**config.mk**
```make
export PLATFORM = sky130hd
export DESIGN_NAME = nd_2to1_arb
export DESIGN_NICKNAME = d
export VERILOG_FILES = /design/src/rtl/nd_2to1_arb.sv
export SDC_FILE = /design/constraint.sdc
export NUM_CORES = 1
export LEC_CHECK = 0
export BUFFER_PORTS_ARGS = -buffer_cell sky130_fd_sc_hd__buf_2
export CAP_MARGIN = 20
export CORE_ASPECT_RATIO = 2
export CORE_MARGIN = 8
export CORE_UTILIZATION = 46
export CTS_CLUSTER_DIAMETER = 40
export DETAILED_ROUTE_END_ITERATION = 12
export HOLD_SLACK_MARGIN = 0.06
export PLACE_DENSITY = 0.86
export RECOVER_POWER = 50
export SYNTH_ARGS = -nofsm -noshare
export SYNTH_HDL_FRONTEND = slang
export SYNTH_SLANG_ARGS = --single-unit
```
**constraint.sdc**
```tcl
create_clock -name i_clk -period 1.59 [get_ports i_clk]
set_input_delay 0.318 -clock i_clk [delete_from_list [all_inputs] [get_ports i_clk]]
set_output_delay 0.318 -clock i_clk [all_outputs]
set_load 0.005 [all_outputs]
```
**src/rtl/nd_2to1_arb.sv**
```systemverilog
// nd_2to1_arb: round-robin merge of two 4-phase req/ack message channels
// onto one outbound channel. One message is latched per grant. The inbound
// and outbound handshakes then complete independently, and per-input grant
// counters are kept for debug.
//
// state | meaning
// IDLE  | no message held; picks the next eligible input
// XFER  | message latched; inbound ack and outbound req retire independently
// DRAIN | both handshakes retired; waiting for o0_ack to fall before counting

`ifndef NS_ADDRESS_SIZE
`define NS_ADDRESS_SIZE 8
`endif
`ifndef NS_DATA_SIZE
`define NS_DATA_SIZE 16
`endif

module nd_2to1_arb #(
  parameter int ASZ = `NS_ADDRESS_SIZE,
  parameter int DSZ = `NS_DATA_SIZE,
  parameter int CSZ = 8
) (
  input  logic           i_clk,
  input  logic           i_rst_n,
  input  logic           i0_req,
  output logic           i0_ack,
  input  logic [ASZ-1:0] i0_src,
  input  logic [DSZ-1:0] i0_dat,
  input  logic [ASZ-1:0] i0_dst,
  input  logic           i1_req,
  output logic           i1_ack,
  input  logic [ASZ-1:0] i1_src,
  input  logic [DSZ-1:0] i1_dat,
  input  logic [ASZ-1:0] i1_dst,
  output logic           o0_req,
  input  logic           o0_ack,
  output logic [ASZ-1:0] o0_src,
  output logic [DSZ-1:0] o0_dat,
  output logic [ASZ-1:0] o0_dst,
  output logic [CSZ-1:0] o_cnt_0,
  output logic [CSZ-1:0] o_cnt_1,
  output logic           o_busy
);

  typedef enum logic [1:0] {
    ST_IDLE  = 2'd0,
    ST_XFER  = 2'd1,
    ST_DRAIN = 2'd2
  } state_t;

  state_t         state_q, state_d;
  logic           last_q, last_d;
  logic           sel_q, sel_d;
  logic           ack0_q, ack0_d;
  logic           ack1_q, ack1_d;
  logic           oreq_q, oreq_d;
  logic [ASZ-1:0] src_q, src_d;
  logic [DSZ-1:0] dat_q, dat_d;
  logic [ASZ-1:0] dst_q, dst_d;
  logic [CSZ-1:0] cnt0_q, cnt0_d;
  logic [CSZ-1:0] cnt1_q, cnt1_d;

  logic el0, el1;
  logic gnt_any, gnt_sel;
  logic sel_req, sel_ack, ack_keep;

  // Next-state, grant selection and handshake retirement.
  always_comb begin
    state_d  = state_q;
    last_d   = last_q;
    sel_d    = sel_q;
    ack0_d   = ack0_q;
    ack1_d   = ack1_q;
    oreq_d   = oreq_q;
    src_d    = src_q;
    dat_d    = dat_q;
    dst_d    = dst_q;
    cnt0_d   = cnt0_q;
    cnt1_d   = cnt1_q;
    el0      = i0_req && !ack0_q && !o0_ack;
    el1      = i1_req && !ack1_q && !o0_ack;
    gnt_any  = el0 || el1;
    // On a tie, the input that was not granted last time wins.
    gnt_sel  = (el0 && el1) ? ~last_q : el1;
    sel_req  = sel_q ? i1_req : i0_req;
    sel_ack  = sel_q ? ack1_q : ack0_q;
    ack_keep = sel_ack && sel_req;

    case (state_q)
      ST_IDLE: begin
        if (gnt_any) begin
          sel_d   = gnt_sel;
          last_d  = gnt_sel;
          oreq_d  = 1'b1;
          state_d = ST_XFER;
          if (gnt_sel) begin
            ack1_d = 1'b1;
            src_d  = i1_src;
            dat_d  = i1_dat;
            dst_d  = i1_dst;
          end else begin
            ack0_d = 1'b1;
            src_d  = i0_src;
            dat_d  = i0_dat;
            dst_d  = i0_dst;
          end
        end
      end
      ST_XFER: begin
        if (sel_ack && !sel_req) begin
          if (sel_q) ack1_d = 1'b0;
          else       ack0_d = 1'b0;
        end
        if (oreq_q && o0_ack) oreq_d = 1'b0;
        if (!ack_keep && !oreq_d) state_d = ST_DRAIN;
      end
      ST_DRAIN: begin
        if (!o0_ack) begin
          if (sel_q) cnt1_d = cnt1_q + CSZ'(1);
          else       cnt0_d = cnt0_q + CSZ'(1);
          state_d = ST_IDLE;
        end
      end
      default: state_d = ST_IDLE;
    endcase
  end

  // State and datapath registers with synchronous active-low reset.
  always_ff @(posedge i_clk) begin
    if (!i_rst_n) begin
      state_q <= ST_IDLE;
      last_q  <= 1'b1;
      sel_q   <= 1'b0;
      ack0_q  <= 1'b0;
      ack1_q  <= 1'b0;
      oreq_q  <= 1'b0;
      src_q   <= '0;
      dat_q   <= '0;
      dst_q   <= '0;
      cnt0_q  <= '0;
      cnt1_q  <= '0;
    end else begin
      state_q <= state_d;
      last_q  <= last_d;
      sel_q   <= sel_d;
      ack0_q  <= ack0_d;
      ack1_q  <= ack1_d;
      oreq_q  <= oreq_d;
      src_q   <= src_d;
      dat_q   <= dat_d;
      dst_q   <= dst_d;
      cnt0_q  <= cnt0_d;
      cnt1_q  <= cnt1_d;
    end
  end

  assign i0_ack  = ack0_q;
  assign i1_ack  = ack1_q;
  assign o0_req  = oreq_q;
  assign o0_src  = src_q;
  assign o0_dat  = dat_q;
  assign o0_dst  = dst_q;
  assign o_cnt_0 = cnt0_q;
  assign o_cnt_1 = cnt1_q;
  assign o_busy  = (state_q != ST_IDLE);

endmodule

```
==> reports/metrics.csv, run 1 <==
stage,metric,value,unit
drt,remaining antenna violation count after routing,0,
drt,DRC viols,0,
drt,via/cell ratio,5.40,
setup_path,Crit path largest cell delay,410,ps
die,Die Span Y,119,µm
logic_synthesis,"Top FF cell, synth",dfxtp_1,
setup_path,Top delay family on crit path,simple AND/OR/NAND/NOR gates,
sta,"Slew Viols, Final",0,
clocking,"Clk Latency, worst-skew pair",310,ps
sta,relative slew slack,0.782,
setup_path,Bufs and invs on worst path,1,
logic_synthesis,Unique masters post-synth,35,
clocking,Max Root-Sink Buffers,2,
setup_path,crit end category,flop,
sta,Hold Slack,251,ps
setup_path,crit path cell chain,"nor4b_1, buf_4, nand4_1, xnor2_1, and2_1",
final_layout,area of the multi-input gates,0.00121,mm²
clocking,TritonCTS Sinks,55,
final_layout,Layout fillers,486,
global_routing,total grt overflow,0,
sta,f_max,0.673,GHz
logic_synthesis,"EDFF count, synth",0,
logic_synthesis,"Seq/Total Area, Yosys",0.450,
logic_synthesis,YS warnings,0,
run,# Max-Cap Violations,0,
global_routing,initial antenna violation count,0,
logic_synthesis,ys async rst share,0,
placement,detailed placement HPWL,5210,µm
setup_path,Worst EP required,1800,ps
drt,DRT Wirelength,7340,µm
global_routing,busiest layer in global routing,met2,
clocking,CTS root buffer,clkbuf_8,
global_routing,first-pass GRT wire length,11800,µm
die,die area,0.00805,mm²
drt,wire length per cell,15.6,µm
placement,dpl ws,11.2,ps
power,worst vdd ir,0.000748,V
placement,placed inst area,0.00312,mm²
global_routing,largest net degree at the start of global routing,57,
final_layout,area grow syn2layout,32.4,%
power,LEAKAGE,0.00146,µW
logic_synthesis,syn_area_per_cell,8.40,µm²
sta,setup ws final,104,ps
die,Ports,121,
setup_path,"Worst Path Class, Setup",flop to flop,
status,outcome,"finished, final reports clean",
power,Final Power,3000,µW
drt,initial DRC count,172,
setup_path,startpoint types,flop,
final_layout,layout cells sized above 1,0.277,
drt,DR vias,2531,
drt,TritonRoute pass-1 iters,4,
global_routing,M2 GR Usage,0.323,
die,Die X,67.6,µm
logic_synthesis,post-synthesis cell area,0.00244,mm²
sta,final number of setup-violating endpoints,0,
sta,Total Neg Setup Slack,0,ps
final_layout,antenna diode count,0,
setup_path,WP data arrival,1700,ps
clocking,clock slew at reported path FFs,100,ps
final_layout,design area,0.00324,mm²
clocking,CTS tree,built,
logic_synthesis,Syn Inst Count,291,
clocking,H-tree lvl count,2,
worst_hold_path,Tightest Hold Check Type,input pin to flop,
sta,Clock Skews,5.87,ps
power,Pwr Density,925,mW/mm²
setup_path,slowest CP cell,dfxtp_2,
final_layout,# nets final,481,
sta,worst-margin pin slew,323,ps
setup_path,CP Max Fanout,8,
logic_synthesis,"FF+latch count, synth",55,
sta,final worst path period need,1490,ps
global_routing,met1 Resource Use GR,0.185,
sta,Tcrit/Tclk final,0.935,
die,Starting Density,0.476,
global_routing,vias in the first global route,2566,
final_layout,FF/Latch Area,0.00110,mm²
global_routing,GRT Util Overall,0.182,
setup_path,flop-to-flop setup slack,100,ps
die,CORE AREA,0.00514,mm²
clocking,cts bufs inserted,5,
logic_synthesis,"Net Count, Synth",362,
die,Rows,37,
global_routing,GR Util met3,0.0629,
placement,routability congestion estimate from global placement,0.809,
sta,RSZ-0062 raised after global routing,no,
sta,Final Hold Viols,0,
placement,Port-buffer cells,120,
[report_power, final]
| group | switching, µW | total, µW | internal (µW) |
|---|---|---|---|
| combinational | 312 | 594 | 282 |
| clock | 452 | 850 | 399 |
| sequential | 63.8 | 1550 | 1490 |
| total | 828 | 3000 | 2170 |
[routing by layer]
metal / part of all wire / vias up
li1: - / 1242
met1: 0.38 / 1192
met2: 0.53 / 86
met3: 0.066 / 11
met4: 0.022 / 0
met5: 0 / -
[cell families (layout without fill, tap and decap cells)]
group                    after synthesis  in the layout  synth area share
AO/OA/AOI/OAI                         79             79             0.193
XOR/XNOR                              12             12            0.0430
adder cells (fa/ha/maj)                2              2            0.0102
buffers and inverters                 24            144            0.0563
flip-flops                            55             55             0.450
multiplexers                           2              2           0.00819
AND/OR/NAND/NOR                      117            117             0.238
[cell usage in the layout (no fill, tap or decap), types with 2 or more instances in the layout]
cell type   n
and3_1      2
nor2_1      3
buf_2      86
o21ai_0    35
nand3_1     4
inv_1       3
and2_1     12
dfxtp_2     2
xor2_1      5
a31oi_1    32
dfxtp_1    53
clkbuf_8    7
ha_1        2
nor2b_1     3
or3_1       2
buf_4       7
nand4_1     5
nand2b_1    4
a21boi_0    2
xnor2_1     7
o22ai_1     2
o41ai_1     2
a21boi_1    2
a21oi_1     2
nand2_1    71
nor3_1      2
clkbuf_1   35
buf_12      4
mux2i_1     2
[cell type report]
class	instances	share of cell area
inverters	3	0.00348
multi-input cells	212	0.373
repair buffers	133	0.230
flip-flops and latches	55	0.341
well taps	58	0.0224
clock buffers	8	0.0309
[state kept, by name, summed over array words and instances (netlist names)]
register	flops
i0_ack	1
i1_ack	1
last_q	1
o0_dat	16
o0_dst	8
o0_req	1
o0_src	8
o_cnt_0	8
o_cnt_1	8
sel_q	1
state_q	2
[cell usage after synthesis, types with 2 or more instances]
master / instances / area share
nand2_1: 71 / 0.11
dfxtp_1: 55 / 0.45
o21ai_0: 35 / 0.072
a31oi_1: 32 / 0.082
and2_1: 13 / 0.033
clkbuf_1: 9 / 0.014
xnor2_1: 7 / 0.025
buf_2: 5 / 0.010
nand2b_1: 5 / 0.013
nand4_1: 5 / 0.013
xor2_1: 5 / 0.018
buf_6: 4 / 0.018
nand3_1: 4 / 0.0082
buf_4: 3 / 0.0092
inv_1: 3 / 0.0046
nor2_1: 3 / 0.0046
nor2b_1: 3 / 0.0077
or3_1: 3 / 0.0077
a21boi_0: 2 / 0.0061
a21boi_1: 2 / 0.0061
a21oi_1: 2 / 0.0041
and3_1: 2 / 0.0051
ha_1: 2 / 0.010
mux2i_1: 2 / 0.0082
nor3_1: 2 / 0.0041
o22ai_1: 2 / 0.0051
o41ai_1: 2 / 0.0072
[repair_timing]
item	in CTS	in global routing
resized for setup	2	4
buffers inserted	1	0
cloned	1	1
endpoints found under the setup margin	2	35
pin swaps	1	2
hold buffers	0	0
[per-stage QoR]
stage / util / std cells
after floorplan: - / 291
after global placement: 0.608 / 458
after detailed placement: 0.608 / 458
after CTS: 0.635 / 468
after global routing: 0.630 / 469
final: 0.630 / 469
[worst reg2reg max path, stage by stage (launching register included)]
cell and delay (ps):
dfxtp_2 410, nor4b_1 310, buf_4 230, nand4_1 130, xnor2_1 150, and2_1 150
[final timing paths]
check | start | to | cells after the start
worst max-delay path | state_q[1]$_SDFFE_PN0P_ | o_cnt_0[5]$_SDFFE_PN0P_ | 5
worst min-delay path | i0_dat[6] | o0_dat[6]$_SDFFE_PN0P_ | 3
worst max register to register | state_q[1]$_SDFFE_PN0P_ | o_cnt_0[5]$_SDFFE_PN0P_ | 5
worst min register to register | i1_ack$_SDFFE_PN0P_ | i1_ack$_SDFFE_PN0P_ | 2
Note: power is estimated with default switching activity, not from simulation.
==> inputs of run 2 (changes only) <==
RECOVER_POWER = not set   (was 50)
==> reports/metrics.csv, run 2 (synthesis gave the netlist of run 1 again) <==
stage,metric,value,unit,change
final_layout,Layout fillers,465,,-4.3%
final_layout,"commonest non-fill, non-tap cell in the layout",buf_2,,
die,die area,0.00805,mm²,unchanged
drt,DRT Wirelength,7350,µm,+0.11%
sta,relative slew slack,0.803,,+0.0208
setup_path,slowest CP cell,dfxtp_1,,
final_layout,max FFs per register,16,,unchanged
sta,worst-margin pin slew,292,ps,-30.5 ps
final_layout,Layout Cells excl Fill,469,,unchanged
final_layout,"commonest cells after routing, fill and taps aside","120 x buf_2, 71 x nand2_1, 53 x dfxtp_1, 35 x o21ai_0, 32 x a31oi_1",,
setup_path,CP Max Fanout,33,,+25
setup_path,Crit path largest cell delay,340,ps,-70 ps
clocking,Max Root-Sink Buffers,2,,unchanged
setup_path,Bufs and invs on worst path,2,,+1
drt,DR vias,2546,,+0.59%
sta,Final Hold Viols,0,,unchanged
power,LEAKAGE,0.00160,µW,+9.3%
placement,Inst Count DP,458,,unchanged
sta,Total Neg Setup Slack,0,ps,unchanged
clocking,H-tree lvl count,2,,unchanged
placement,routability congestion estimate from global placement,0.809,,unchanged
drt,remaining antenna violation count after routing,0,,unchanged
global_routing,first-pass GRT wire length,11800,µm,unchanged
sta,"Slew Viols, Final",0,,unchanged
global_routing,vias in the first global route,2566,,unchanged
die,CORE AREA,0.00514,mm²,unchanged
global_routing,total grt overflow,0,,unchanged
sta,f_max,0.678,GHz,+0.70%
sta,Tcrit/Tclk final,0.928,,-0.00651
setup_path,Top delay family on crit path,compound AO/OA/AOI/OAI gates,,
clocking,"Clk Latency, worst-skew pair",310,ps,about the same
setup_path,Worst EP required,1780,ps,-20 ps
sta,RSZ-0062 raised after global routing,no,,
setup_path,flop-to-flop setup slack,110,ps,about the same
global_routing,GRT Util Overall,0.182,,unchanged
placement,dpl ws,11.2,ps,unchanged
final_layout,final core occ,0.641,,+0.0112
setup_path,WP data arrival,1670,ps,-30 ps
final_layout,antenna diode count,0,,unchanged
drt,initial DRC count,202,,+17%
final_layout,layout cells sized above 1,0.363,,+0.0852
run,# Max-Cap Violations,0,,unchanged
setup_path,startpoint types,flop,,
clocking,TritonCTS Sinks,55,,unchanged
die,Die Span Y,119,µm,unchanged
placement,Port-buffer cells,120,,unchanged
clocking,clock slew at reported path FFs,100,ps,about the same
drt,via/cell ratio,5.43,,+0.59%
setup_path,crit end category,flop,,
final_layout,# nets final,481,,unchanged
die,Die X,67.6,µm,unchanged
placement,detailed placement HPWL,5210,µm,unchanged
drt,wire length per cell,15.7,µm,+0.11%
placement,placed inst area,0.00312,mm²,unchanged
clocking,Post-CTS Hold Buffers,0,,unchanged
power,worst vdd ir,0.000780,V,+4.3%
clocking,CTS root buffer,clkbuf_8,,
die,Starting Density,0.476,,unchanged
sta,final number of setup-violating endpoints,0,,unchanged
clocking,CTS tree,built,,
drt,DRC viols,0,,unchanged
setup_path,"Worst Path Class, Setup",flop to flop,,
worst_hold_path,Tightest Hold Check Type,input pin to flop,,
drt,TritonRoute pass-1 iters,5,,+1
power,Pwr Density,915,mW/mm²,-1.1%
global_routing,initial antenna violation count,0,,unchanged
die,Rows,37,,unchanged
status,outcome,"finished, final reports clean",,
sta,setup ws final,114,ps,+10.4 ps
die,Ports,121,,unchanged
sta,Clock Skews,6.02,ps,+0.158 ps
final_layout,design area,0.00330,mm²,+1.8%
final_layout,area grow syn2layout,34.8,%,
global_routing,largest net degree at the start of global routing,57,,unchanged
clocking,cts bufs inserted,5,,unchanged
sta,final worst path period need,1480,ps,-10.4 ps
setup_path,crit path cell chain,"nand2b_2, a211oi_4, buf_4, buf_16, a31oi_1",,
## run 2: cell types whose count changed in the layout (fill, tap and decap cells not counted), sizes merged
cell    delta
buf       +34
clkbuf    -34
## run 2: final cells by class
class	count	area, µm²	share of cell area
tap	58	72.6	0.0220
clock buffer	8	100	0.0304
timing repair buffer	133	786	0.238
sequential	55	1100	0.335
inverter	3	11.3	0.00342
multi-input combinational	212	1220	0.371
## run 2: where the power goes
part	switching, µW	internal (µW)	total (µW)
Sequential	63.0	1490	1550
Combinational	312	305	617
Clock	449	399	848
## run 2: metrics by stage
step           total power (µW)  hold slack (ps)
2_1_floorplan              1880              441
3_5_place_dp               2150              486
5_1_grt                    3170              242
6_report                   3020              249
4_1_cts                    3020              246
3_3_place_gp               2130              489
## run 2: repair_timing
item | 4_1_cts | 5_1_grt
gates resized for setup | 2 | 4
setup endpoints to repair | 2 | 35
cloned | 1 | 1
setup buffers | 1 | 0
pin swaps | 1 | 2
## run 2: final timing paths
| check | from | end | cells after the start |
|---|---|---|---|
| worst max register to register | i1_ack$_SDFFE_PN0P_ | o0_src[3]$_SDFFE_PN0P_ | 5 |
| worst min register to register | i1_ack$_SDFFE_PN0P_ | i1_ack$_SDFFE_PN0P_ | 2 |
| worst min-delay path | i0_dat[6] | o0_dat[6]$_SDFFE_PN0P_ | 3 |
| worst max-delay path | i1_ack$_SDFFE_PN0P_ | o0_src[3]$_SDFFE_PN0P_ | 5 |
## run 2: tightest hold or removal path: cells and delay by family
family / cells / cell delay [ps]
buffers and inverters: 1 / 90
and+or+nand+nor: 1 / 40
AOI/OAI and AO/OA: 1 / 70
## run 2: metal layers
| metal | global-route usage | wire (µm) | vias to the layer above |
|---|---|---|---|
| met2 | 0.323 | 3860 | 91 |
| li1 | - | - | 1244 |
| met4 | 0.0672 | 163 | 0 |
| met5 | 0 | 0 | - |
| met1 | 0.185 | 2810 | 1200 |
| met3 | 0.0629 | 517 | 11 |
